$ cat src/rtl/mem_arbiter.sv
// Two-requester arbiter for a shared fixed-latency single-port memory.
// Instruction fetch and data load/store alternate priority under contention.
module mem_arbiter #(
    parameter int ADDR_W  = 16,
    parameter int DATA_W  = 16,
    parameter int LATENCY = 4
) (
    input  logic              clk,
    input  logic              rst,
    input  logic              i_req,
    input  logic [ADDR_W-1:0] i_addr,
    output logic              i_ack,
    output logic [DATA_W-1:0] i_rdata,
    input  logic              d_req,
    input  logic              d_we,
    input  logic [ADDR_W-1:0] d_addr,
    input  logic [DATA_W-1:0] d_wdata,
    output logic              d_ack,
    output logic [DATA_W-1:0] d_rdata,
    output logic              mem_en,
    output logic              mem_wr,
    output logic [ADDR_W-1:0] mem_addr,
    output logic [DATA_W-1:0] mem_wdata,
    input  logic [DATA_W-1:0] mem_rdata,
    output logic              busy
);

    typedef enum logic [1:0] {IDLE, ISSUE, WAIT, RESP} state_t;

    localparam logic [3:0] LAT_C = 4'(LATENCY);

    state_t            state_q, state_d;
    logic [3:0]        cnt_q, cnt_d;
    logic              last_q, last_d;
    logic              owner_q, owner_d;
    logic [ADDR_W-1:0] mem_addr_q, mem_addr_d;
    logic              mem_wr_q, mem_wr_d;
    logic [DATA_W-1:0] mem_wdata_q, mem_wdata_d;
    logic [DATA_W-1:0] i_rdata_q, i_rdata_d;
    logic [DATA_W-1:0] d_rdata_q, d_rdata_d;
    logic              grant_d;

    always_ff @(posedge clk or posedge rst) begin
        if (rst) begin
            state_q     <= IDLE;
            cnt_q       <= '0;
            last_q      <= 1'b0;
            owner_q     <= 1'b0;
            mem_addr_q  <= '0;
            mem_wr_q    <= 1'b0;
            mem_wdata_q <= '0;
            i_rdata_q   <= '0;
            d_rdata_q   <= '0;
        end else begin
            state_q     <= state_d;
            cnt_q       <= cnt_d;
            last_q      <= last_d;
            owner_q     <= owner_d;
            mem_addr_q  <= mem_addr_d;
            mem_wr_q    <= mem_wr_d;
            mem_wdata_q <= mem_wdata_d;
            i_rdata_q   <= i_rdata_d;
            d_rdata_q   <= d_rdata_d;
        end
    end

    always_comb begin
        state_d     = state_q;
        cnt_d       = cnt_q;
        last_d      = last_q;
        owner_d     = owner_q;
        mem_addr_d  = mem_addr_q;
        mem_wr_d    = mem_wr_q;
        mem_wdata_d = mem_wdata_q;
        i_rdata_d   = i_rdata_q;
        d_rdata_d   = d_rdata_q;
        grant_d     = 1'b0;

        case (state_q)
            IDLE: begin
                // last_q=0 means instr won last time, so data wins a tie
                grant_d = d_req && (!i_req || !last_q);
                if (i_req || d_req) begin
                    owner_d     = grant_d;
                    last_d      = grant_d;
                    mem_addr_d  = grant_d ? d_addr : i_addr;
                    mem_wr_d    = grant_d && d_we;
                    mem_wdata_d = grant_d ? d_wdata : '0;
                    state_d     = ISSUE;
                end
            end
            ISSUE: begin
                cnt_d   = LAT_C;
                state_d = WAIT;
            end
            WAIT: begin
                cnt_d = cnt_q - 4'd1;
                if (cnt_q == 4'd1) begin
                    if (!mem_wr_q) begin
                        if (owner_q) d_rdata_d = mem_rdata;
                        else         i_rdata_d = mem_rdata;
                    end
                    state_d = RESP;
                end
            end
            RESP: begin
                state_d = IDLE;
            end
            default: begin
                state_d = IDLE;
            end
        endcase
    end

    assign mem_en    = (state_q == ISSUE);
    assign i_ack     = (state_q == RESP) && !owner_q;
    assign d_ack     = (state_q == RESP) && owner_q;
    assign busy      = (state_q != IDLE);
    assign mem_addr  = mem_addr_q;
    assign mem_wr    = mem_wr_q;
    assign mem_wdata = mem_wdata_q;
    assign i_rdata   = i_rdata_q;
    assign d_rdata   = d_rdata_q;

endmodule

$ cat config.mk
export PLATFORM = sky130hd
export DESIGN_NAME = mem_arbiter
export DESIGN_NICKNAME = d
export VERILOG_FILES = /design/src/rtl/mem_arbiter.sv
export SDC_FILE = /design/constraint.sdc
export NUM_CORES = 1
export LEC_CHECK = 0
export CAP_MARGIN = 20
export CORE_MARGIN = 2
export CORE_UTILIZATION = 36
export CTS_BUF_LIST = sky130_fd_sc_hd__clkbuf_8
export DETAILED_ROUTE_END_ITERATION = 12
export PLACE_DENSITY = 0.71
export REMOVE_ABC_BUFFERS = 1
export SETUP_SLACK_MARGIN = 0.4
export SLEW_MARGIN = 20
export SYNTH_ARGS = -nofsm -noshare
export SYNTH_HDL_FRONTEND = slang
export SYNTH_SLANG_ARGS = --single-unit
$ cat constraint.sdc
create_clock -name clk -period 6.2 [get_ports clk]
set_input_delay 0.93 -clock clk [delete_from_list [all_inputs] [get_ports clk]]
set_output_delay 0.93 -clock clk [all_outputs]
set_load 0.02 [all_outputs]
==> results.py, run 1 <==
metrics = {
    "worst_hold_path": {
        "min_path_type": "reg -> reg",
        "hold_start": "mem_addr[10]",
    },
    "floorplan": {
        "die_w_um": 95.5,
        "fp-row-count": 33,
        "fp.dieArea_mm2": 0.00912,
        "start_util_pct": 36.9,
        "num_io_pins": 138,
        "die_height_um": 95.5,
        "core_area_mm2": 0.00818,
    },
    "synthesis": {
        "ys.flop_type": "dfrtp_1",
        "synth_seq_cells": 72,
        "synth-seq-area-share_pct": 59.8,
        "synth_edf_count": 0,
        "ys_warn_count": 0,
        "ys_types": 31,
        "syn-instance-count": 220,
        "synth.avg_cell_area_um2": 13.7,
        "syn_area_mm2": 0.00301,
        "async_flop_share_pct": 100,
    },
    "cells_and_area": {
        "post_layout_nonfiller_instances": 470,
        "nFillCells": 702,
        "regArea_mm2": 0.00180,
        "mostFrequentLayoutCell": "clkdlybuf4s50_1",
        "diodes": 0,
        "drive_gt1_share_pct": 16.2,
        "final_nets": 436,
        "final_cell_mix": "clkdlybuf4s50_1, dfrtp_1, mux2_2",
        "multi_input_area_mm2": 0.00112,
        "area_growth_syn_to_layout_pct": 56.8,
    },
    "run_status": {
        "outcome": "completed",
    },
    "sta": {
        "setup_viol": 0,
        "fin_ws_ps": 3480,
        "relSlewSlack_pct": 42.3,
        "worst_slew_pin_slew_ps": 866,
        "fin_crit_sh_pct": 43.8,
        "report.final.slew_viol_count": 0,
        "rsz0062_at_grt": "false",
        "fin_setup_tns_ps": 0,
        "fmax_mhz": 368,
        "min_period_ps": 2720,
        "clock_skew_ps": 8.05,
        "finalHoldViolations": 0,
    },
    "clocking": {
        "post_cts_resize_count": 0,
        "cts_buffers": 9,
        "clkSinkCount": 72,
        "cts_tree": "done",
        "cts_max_level": 3,
        "cts_hold_buf": 0,
        "clkTransAtPathRegs_ps": 80,
        "cts_setup_buffers": 0,
        "cts.path.max_buffers": 2,
        "clock-root-buffer": "clkbuf_8",
        "clk_latency_ps": 330,
    },
    "place": {
        "dp_cells": 453,
        "dp_hpwl_um": 5130,
        "io_buffers": 137,
        "place.gp.congestion": 0.688,
        "place_ws_ps": 3350,
    },
    "worst_setup_path": {
        "cp_max_fo": 4,
        "crit_path_end_kind": "output pin",
        "start_kind": "flop",
        "crit_type": "reg -> out",
        "r2r_start": "state_q[0]",
        "crit_required_ps": 5270,
        "cp-startpoint": "state_q[0]",
        "arrival_ps": 1790,
    },
    "routing": {
        "wire_per_inst_um": 15.0,
        "drt-total-wl_um": 7030,
        "drc": 0,
        "drt-initial-drc-count": 77,
        "dr.pass1.iters": 4,
        "vias": 2221,
        "drtAntennaViolNets": 0,
        "viasPerCell": 4.73,
    },
    "grt": {
        "grt_max_degree": 73,
        "grtUsageTotal_pct": 15.9,
        "grt_remaining_overflow": 0,
        "antenna_found_initial": 0,
        "grt_pass1_vias": 2350,
        "grt_pass1_wl_um": 11100,
    },
    "power": {
        "power.density_mw_per_mm2": 518,
        "power_leakage_nw": 2.11,
        "ir_worst_vdd_uv": 218,
    },
    "flow_run": {
        "cap_violations": 0,
    },
}
==> sequential cells by signal (all words and copies together) (netlist names) <==
name       cells
cnt_q          4
d_rdata       16
i_rdata       16
mem_addr      16
mem_wdata     16
mem_wr         1
owner_q        1
state_q        2
==> final cells by class <==
class                           count  share of cell area [%]
Sequential cell                    72                    38.1
Timing Repair Buffer              141                    30.1
Multi-Input combinational cell    129                    23.8
Tap cell                          105                    2.78
Clock buffer                        9                    2.62
Clock inverter                      7                    2.04
Inverter                            7                   0.556
==> through the flow <==
step / hold WS (ps) / power [mW] / instance area, µm² / util [%]
floorplan: 472 / 1.46 / 2940 / -
global placement: 461 / 2.02 / 4480 / 54.8
detailed placement: 469 / 2.05 / 4480 / 54.8
CTS: 486 / 2.47 / 4700 / 57.5
global route: 512 / 2.61 / 4730 / 57.8
finish: 479 / 2.45 / 4730 / 57.8
==> Yosys cell counts (2+ instances only) <==
| master | count | share of area (%) |
|---|---|---|
| dfrtp_1 | 72 | 60 |
| mux2_2 | 23 | 8.6 |
| nand2_1 | 19 | 2.4 |
| o21ai_0 | 18 | 3.0 |
| a22o_1 | 17 | 4.9 |
| mux2i_1 | 17 | 5.6 |
| mux2_4 | 10 | 5.0 |
| ha_1 | 7 | 2.9 |
| inv_1 | 7 | 0.87 |
| clkbuf_1 | 5 | 0.62 |
| buf_2 | 3 | 0.50 |
| and2_1 | 2 | 0.42 |
| nand3_1 | 2 | 0.33 |
==> power breakdown <==
group	total (mW)	internal [mW]	switching, mW	leakage, nW
registers	0.833	0.696	0.137	0.908
clock network	0.399	0.227	0.172	0.107
logic	1.22	0.640	0.577	1.09
total	2.45	1.56	0.886	2.11
==> worst paths after layout <==
kind,end,slack [ps],cells past startpoint
hold reg to reg,mem_addr[10],480,2
hold / removal,mem_addr[10],480,2
max in group asynchronous,mem_wdata[11],4450,3
min in group asynchronous,i_rdata[14],1190,3
setup reg to reg,i_rdata[4],4080,5
setup / recovery,busy,3480,4
==> critical path, cell delays in order (launching register included) <==
cell             delay, ps
dfrtp_1                420
inv_1                  100
ha_1                   270
inv_1                   80
clkdlybuf4s50_1        590
==> per-layer routing <==
layer	vias to the layer above	global-route usage [%]	routed length, µm
li1	1061	-	-
met1	1061	20.4	3090
met2	92	25.9	3330
met3	7	4.11	537
met4	0	5.95	73
met5	-	0	0
==> cells by family (layout without fill, tap and decap cells) <==
group	Yosys count	in the layout	synth area share, %
multiplexers	50	50	19.2
adder cells (fa/ha/maj)	7	7	2.91
flip-flops	72	72	59.8
buffers and inverters	19	164	3.40
AO/OA/AOI/OAI	42	42	9.59
AND/OR/NAND/NOR	30	30	5.11
No activity file was read; power rests on OpenSTA's default activity.
==> run 2, diff against run 1 <==
==> constraint.sdc (replaced) <==
create_clock -name clk -period 2.6 [get_ports clk]
set_input_delay 0.39 -clock clk [delete_from_list [all_inputs] [get_ports clk]]
set_output_delay 0.39 -clock clk [all_outputs]
set_load 0.02 [all_outputs]
==> run 2 against run 1 <==
  * Via count about the same
  * Combinational power increased by 140%
  * Sequential power increased by 140%
  * Hold slack got worse by 21 ps
  * Register-to-register slack got worse by 3600 ps
  * Power increased by 140%
  * Largest power group unchanged
  * Non-clock buffer count increased by 1
  * Setup slack got worse by 3000 ps
  * Cell count increased by 0.21%
  * Critical path type is now reg -> reg
  * First-iteration DRC count decreased by 49%
  * Clock skew decreased by 1.4 ps
==> results.py, run 2 (synthesized netlist as in run 1, its figures left out) <==
metrics = {
    "power": {
        "power.density_mw_per_mm2": 1250,
        "clkPwrFrac_pct": 18.2,
        "netSwitchingFraction_pct": 35.5,
        "intPower_mw": 3.84,
        "power_leakage_nw": 2.13,
        "seqPwrFrac_pct": 33.4,
        "pwr-share-comb_pct": 48.4,
        "switching_power_mw": 2.11,
        "ir_worst_vdd_uv": 596,
    },
    "floorplan": {
        "start_util_pct": 36.9,
        "die_height_um": 95.5,
        "fp-row-count": 33,
        "num_io_pins": 138,
        "die_w_um": 95.5,
        "core_area_mm2": 0.00818,
        "fp.dieArea_mm2": 0.00912,
    },
    "place": {
        "io_buffers": 137,
        "dp_hpwl_um": 5130,
        "place.gp.congestion": 0.737,
        "dp_cells": 455,
    },
    "worst_setup_path": {
        "cp_max_fo": 16,
        "timing.critical_path.buf_inv": 1,
        "path_cells": "inv_1 > ha_1 > or3b_4 > or4_4 > mux2_4",
        "crit_path_end_kind": "flop",
        "start_kind": "flop",
        "critPathMaxStageDelay_ps": 590,
        "crit_family": "simple AND/OR/NAND/NOR gates",
        "cp_slowest_cell": "or4_4",
        "arrival_ps": 2300,
        "crit_type": "reg -> reg",
        "crit_required_ps": 2820,
    },
    "grt": {
        "grtUsageTotal_pct": 15.8,
        "grt_max_degree": 73,
        "grt_pass1_vias": 2286,
        "grt_remaining_overflow": 0,
        "antenna_found_initial": 0,
        "grt_pass1_wl_um": 11100,
    },
    "routing": {
        "drt-total-wl_um": 6950,
        "wire_per_inst_um": 14.7,
        "dr.pass1.iters": 4,
        "drt-initial-drc-count": 39,
        "drc": 0,
        "vias": 2219,
        "viasPerCell": 4.71,
        "drtAntennaViolNets": 0,
    },
    "sta": {
        "clock_skew_ps": 6.66,
        "setup_viol": 0,
        "fmax_mhz": 479,
        "rsz0062_at_grt": "false",
        "worst_slew_pin_slew_ps": 633,
        "min_period_ps": 2090,
        "relSlewSlack_pct": 57.8,
        "fin_crit_sh_pct": 80.3,
        "report.final.slew_viol_count": 0,
        "finalHoldViolations": 0,
    },
    "clocking": {
        "clk_latency_ps": 330,
        "cts_buffers": 9,
        "cts_setup_buffers": 0,
        "cts_tree": "done",
        "clock-root-buffer": "clkbuf_8",
        "clkSinkCount": 72,
        "clkTransAtPathRegs_ps": 70,
        "cts_max_level": 3,
        "cts.path.max_buffers": 2,
    },
    "cells_and_area": {
        "diodes": 0,
        "post_layout_nonfiller_instances": 471,
        "fin_util_pct": 58.2,
        "area_growth_syn_to_layout_pct": 57.9,
        "final_nets": 437,
        "mostFrequentLayoutCell": "clkdlybuf4s50_1",
        "drive_gt1_share_pct": 16.7,
        "final_cell_mix": "clkdlybuf4s50_1, dfrtp_1, mux2_2",
    },
    "run_status": {
        "outcome": "completed",
    },
    "worst_hold_path": {
        "min_path_type": "in -> async",
    },
    "flow_run": {
        "cap_violations": 0,
    },
}
run 2: changes by cell type in the layout (fill, tap and decap cells not counted):
| cell | delta |
|---|---|
| clkinvlp_4 | -1 |
| bufinv_16 | +1 |
| buf_16 | -1 |
| buf_4 | +1 |
| inv_1 | -1 |
| dlymetal6s2s_1 | +1 |
| clkdlybuf4s50_1 | -1 |
| clkbuf_8 | +1 |
| buf_12 | +1 |
run 2: cell type report:
type / instances / area [µm²]
Clock inverter: 6 / 115
Tap cell: 105 / 131
Multi-Input combinational cell: 129 / 1120
Sequential cell: 72 / 1800
Clock buffer: 10 / 138
Timing Repair Buffer: 142 / 1420
Fill cell: 684 / 3410
Inverter: 7 / 26.3
run 2: worst paths after layout:
path,cells past startpoint,end,startpoint,slack [ps]
max in group asynchronous,3,owner_q,rst,1850
setup reg to reg,5,i_rdata[4],cnt_q[1],510
hold reg to reg,2,mem_addr[5],mem_addr[5],480
setup / recovery,5,i_rdata[4],cnt_q[1],510
min in group clk,2,mem_addr[5],mem_addr[5],480
hold / removal,3,i_rdata[2],rst,460
run 2: worst register-to-register path, stage by stage (launching register included):
cell and delay [ps]:
dfrtp_1 380, inv_1 90, ha_1 160, or3b_4 400, or4_4 590, mux2_4 350
run 2: through the flow:
stage	area [µm²]	TNS, ps	total power [mW]	setup WS, ps	hold slack [ps]
final	4760	0	5.95	513	458
after detailed placement	4510	0	4.92	524	470
after global routing	4760	0	6.33	440	501
after floorplan	2940	-9730	3.48	-404	472
after CTS	4760	0	6.04	414	458
after global placement	4510	0	4.84	595	460
run 2: power by group through the flow:
stage	registers, mW	clock network [mW]	logic [mW]
after CTS	1.99	1.12	2.92
after floorplan	2.56	0	0.921
after global placement	1.99	0	2.85
after global routing	2.06	1.17	3.10
after detailed placement	2.00	0	2.92
final	1.99	1.09	2.88
run 2: repair_timing:
item | CTS | global route
hold buffers | 0 | 0
endpoints found under the hold margin | 0 | 0
gates resized for setup | 0 | 1
endpoints found under the setup margin | 0 | 1
run 2: routing by layer:
layer	up-vias	routed length [µm]	track usage [%]
met4	0	72	6.43
met2	95	3370	26.2
met1	1060	2970	19.7
met3	7	525	4.11
met5	-	0	0
li1	1057	-	-
==> run 3, diff against run 2 <==
==> constraint.sdc (replaced) <==
create_clock -name clk -period 2.05 [get_ports clk]
set_input_delay 0.3075 -clock clk [delete_from_list [all_inputs] [get_ports clk]]
set_output_delay 0.3075 -clock clk [all_outputs]
set_load 0.02 [all_outputs]
==> run 3 against run 2 <==
  * Clock power fell by 11%
  * Sequential share of layout area decreased by 1.2 points
  * Register-to-register slack lost 440 ps
  * Via count up 3.8%
  * Routed wire length increased by 6.6%
  * Non-clock buffer count grew 8
==> results.py, run 3 (synthesized netlist as in run 1, its figures left out) <==
metrics = {
    "run_status": {
        "outcome": "completed",
    },
    "clocking": {
        "clkTransAtPathRegs_ps": 70,
        "cts_max_level": 3,
        "cts_buffers": 9,
        "cts_hold_buf": 0,
        "cts.path.max_buffers": 2,
        "cts_tree": "done",
        "clk_latency_ps": 340,
        "clkSinkCount": 72,
        "clock-root-buffer": "clkbuf_8",
    },
    "worst_setup_path": {
        "crit_path_end_kind": "flop",
        "critPathMaxStageDelay_ps": 550,
        "timing.critical_path.buf_inv": 1,
        "cp_max_fo": 8,
        "crit_family": "simple AND/OR/NAND/NOR gates",
        "arrival_ps": 2200,
        "path_cells": "inv_2 > ha_4 > or3b_4 > or4_4 > mux2_4",
        "start_kind": "flop",
        "cp_slowest_cell": "or4_4",
        "crit_type": "reg -> reg",
        "crit_required_ps": 2270,
    },
    "floorplan": {
        "num_io_pins": 138,
        "fp-row-count": 33,
        "die_w_um": 95.5,
        "fp.dieArea_mm2": 0.00912,
        "start_util_pct": 36.9,
        "die_height_um": 95.5,
        "core_area_mm2": 0.00818,
    },
    "cells_and_area": {
        "nFillCells": 683,
        "multi_input_area_mm2": 0.00118,
        "final_cell_mix": "clkdlybuf4s50_1, dfrtp_1, dlymetal6s2s_1",
        "area_growth_syn_to_layout_pct": 63.3,
        "drive_gt1_share_pct": 21.9,
        "diodes": 0,
        "regArea_mm2": 0.00180,
        "final_nets": 446,
        "post_layout_nonfiller_instances": 480,
        "mostFrequentLayoutCell": "clkdlybuf4s50_1",
    },
    "sta": {
        "worst_slew_pin_slew_ps": 378,
        "clock_skew_ps": 12.0,
        "relSlewSlack_pct": 74.8,
        "finalHoldViolations": 0,
        "rsz0062_at_grt": "true",
        "min_period_ps": 1970,
        "fmax_mhz": 507,
        "fin_ws_ps": 77.9,
        "fin_crit_sh_pct": 96.2,
        "report.final.slew_viol_count": 0,
        "setup_viol": 0,
    },
    "routing": {
        "drt-total-wl_um": 7400,
        "viasPerCell": 4.80,
        "drtAntennaViolNets": 0,
        "wire_per_inst_um": 15.4,
        "vias": 2304,
        "drt-initial-drc-count": 31,
        "drc": 0,
        "dr.pass1.iters": 4,
    },
    "grt": {
        "antenna_found_initial": 0,
        "grt_pass1_vias": 2317,
        "grt_pass1_wl_um": 11300,
        "grtUsageTotal_pct": 16.4,
        "grt_max_degree": 73,
        "grt_remaining_overflow": 0,
    },
    "place": {
        "dp_hpwl_um": 5180,
        "dp_cells": 457,
        "place.gp.congestion": 0.704,
        "io_buffers": 137,
        "place_ws_ps": -19.2,
    },
    "power": {
        "power.density_mw_per_mm2": 1470,
        "power_leakage_nw": 2.71,
        "ir_worst_vdd_uv": 623,
        "p_total_mw": 7.25,
    },
    "flow_run": {
        "cap_violations": 0,
    },
    "worst_hold_path": {
        "min_path_type": "in -> async",
    },
}
## run 3: cell types whose count changed in the layout (fill, tap and decap cells not counted), sizes merged, moves of 3 or more
cell	delta
clkdlybuf4s50	-50
dlymetal6s2s	+40
buf	+11
dlygate4sd2	+6
clkinv	+4
bufinv	-3
## run 3: timing repair
item / in CTS / in global routing
setup buffers: 2 / 4
cloned: 1 / 0
pin swaps: 0 / 1
endpoints found under the setup margin: 43 / 80
gates resized for setup: 25 / 55
## run 3: stage by stage
step | setup TNS, ps | util [%] | hold slack, ps | cell area [µm²]
detailed placement | -177 | 55.8 | 470 | 4560
global placement | 0 | 55.8 | 461 | 4560
global route | 0 | 60.2 | 412 | 4920
finish | 0 | 60.2 | 360 | 4920
CTS | 0 | 58.2 | 371 | 4760
floorplan | -36290 | - | 440 | 2940
## run 3: area by class of cell
class / instances / area share (%)
Clock buffer: 9 / 2.52
Clock inverter: 7 / 0.991
Inverter: 7 / 0.534
Tap cell: 105 / 2.67
Multi-Input combinational cell: 130 / 24.0
Sequential cell: 72 / 36.6
Timing Repair Buffer: 150 / 32.6
## run 3: power breakdown
group	internal [mW]	leakage, nW	switching [mW]
logic	1.95	1.71	1.80
clock network	0.441	0.0947	0.532
registers	2.11	0.907	0.416
total	4.50	2.71	2.75
## run 3: path summary, 6_finish.rpt
path                                    from  slack, ps            to  cells after the start
worst max-delay path                cnt_q[1]         80    i_rdata[2]                      5
worst min-delay path                     rst        360    i_rdata[3]                      3
worst max register to register      cnt_q[1]         80    i_rdata[2]                      5
worst min register to register  mem_addr[10]        480  mem_addr[10]                      2
max in group asynchronous                rst       1360       owner_q                      3
min in group clk                mem_addr[10]        480  mem_addr[10]                      2
## run 3: per-layer routing
layer | GRT usage [%] | wire length, µm | vias to the layer above | share of wire (%)
li1 | - | - | 1091 | -
met1 | 19.9 | 3040 | 1106 | 41
met2 | 27.5 | 3640 | 99 | 49
met3 | 4.74 | 644 | 8 | 8.7
met4 | 6.43 | 83 | 0 | 1.1
met5 | 0 | 0 | - | 0
## run 3: worst min-delay path: stages
cell	delay (ps)
clkdlybuf4s50_1	410
inv_2	70
buf_12	310
==> variant (config.mk and constraints of run 3) <==
Re-encode `state_t` (4 states) as one-hot, 4 bits wide.
--- a/src/rtl/mem_arbiter.sv
+++ b/src/rtl/mem_arbiter.sv
@@ -27,3 +27,3 @@
 
-    typedef enum logic [1:0] {IDLE, ISSUE, WAIT, RESP} state_t;
+    typedef enum logic [3:0] {IDLE = 4'b0001, ISSUE = 4'b0010, WAIT = 4'b0100, RESP = 4'b1000} state_t;
 
Behaviour: no difference found for any inputs over 10 cycles, from zero or initial values and one cycle with rst high; not proved beyond that.
==> variant against run 3 <==
- wire length increased by 19%
- total power down 2.4%
- setup slack improved by 0.0040 ns
- synthesized area up 1.2%
- final cell count increased by 1.7%
- design area rose by 11%
- largest cell class is now non-clock buffers
- sequential cell count up 2
- critical endpoint is now i_rdata[11]$_DFFE_PP0P_
==> variant: results <==
[status]
run_status = finished, final reports clean

[sta]
final-max-slew-violation-count = 0
slew_headroom_pct = 58.79
hold-worst-slack_ns = 0.3613
setup_slack_ns = 0.08194
final.setup_skew_ns = 0.01019

[global_route]
wire_length_of_the_first_global_routing_pass_um = 13460
grt_usage_pct = 19.42
maximum_number_of_pins_on_one_net_before_global_route_repair = 75
use_met2_pct = 33.04
met3_usage_in_global_routing_pct = 3.524
gr-usage-met1_pct = 24.19
via_count_of_the_first_global_routing_pass = 2604

[power]
power_density_normalized_to_cell_area_nw_per_um2 = 1296
swShare_pct = 35.42
max-vdd-ir-drop_mv = 0.7453
p_clk_w = 0.00118

[route]
met3RoutedLength_um = 354
route.detailed.drc = 0
met2RoutedLength_um = 4713
vias = 2388
met1_length_um = 3517
vias_per_cell = 4.893

[critical_path]
cpPeakStageDelay_ns = 0.40
crit_end = i_rdata[11]$_DFFE_PP0P_
critPathSlowestCell = dfrtp_1
reg2reg_depth = 7
critPathTopFamily = simple AND/OR/NAND/NOR gates

[place]
placement.setup.worst_slack_ns = -0.009210
post_dp_cell_area_um2 = 4626
dp.final_hpwl_um = 5448
place_congestion = 0.7383

[synth]
synth-seq-area-share_pct = 60.75
netlist-cell-type-count = 32
ys_dominant_reg_cell = dfrtp_1
post_synthesis_mean_instance_area_um2 = 15.03
top_area_cells_in_the_synthesized_netlist = dfrtp_1 60%, mux2_2 24%, a22o_1 5.2%, dfstp_2 0.86%, nor4b_1 0.86%

[finish]
ratio_of_cells_with_drive_above_1_in_the_final_layout_pct = 36.55

[clock_network]
setup_fix_bufs_post_cts = 11
post_cts.resized_instances = 92
worst_setup_hold_path_clk_slew_ns = 0.09
variant: changes by cell type after synthesis, sizes merged, moves of 3 or more:
| cell | run 3 | this run |
|---|---|---|
| clkbuf | 5 | 2 |
| ha | 7 | 2 |
| mux2 | 33 | 64 |
| mux2i | 17 | 0 |
| nand2 | 19 | 2 |
| nor2 | 0 | 4 |
| nor4b | 0 | 3 |
| o21ai | 19 | 4 |
variant: layout make-up:
type	instances	area, um^2	area share (%)
flip-flops and latches	74	1853	33.94
clock inverters	7	83.83	1.536
well taps	105	131.4	2.407
repair inverters	3	22.52	0.4126
multi-input cells	113	1320	24.18
inverters	7	33.78	0.6188
clock buffers	9	123.9	2.269
repair buffers	170	1891	34.63
variant: cells by family after synthesis:
| logic type | synth area share, % |
|---|---|
| flip-flops | 60.75 |
| multiplexers | 23.63 |
| AO/OA/AOI/OAI | 7.014 |
| AND/OR/NAND/NOR | 4.758 |
| buffers and inverters | 2.748 |
| adder cells (fa/ha/maj) | 0.8202 |
| XOR/XNOR | 0.2872 |
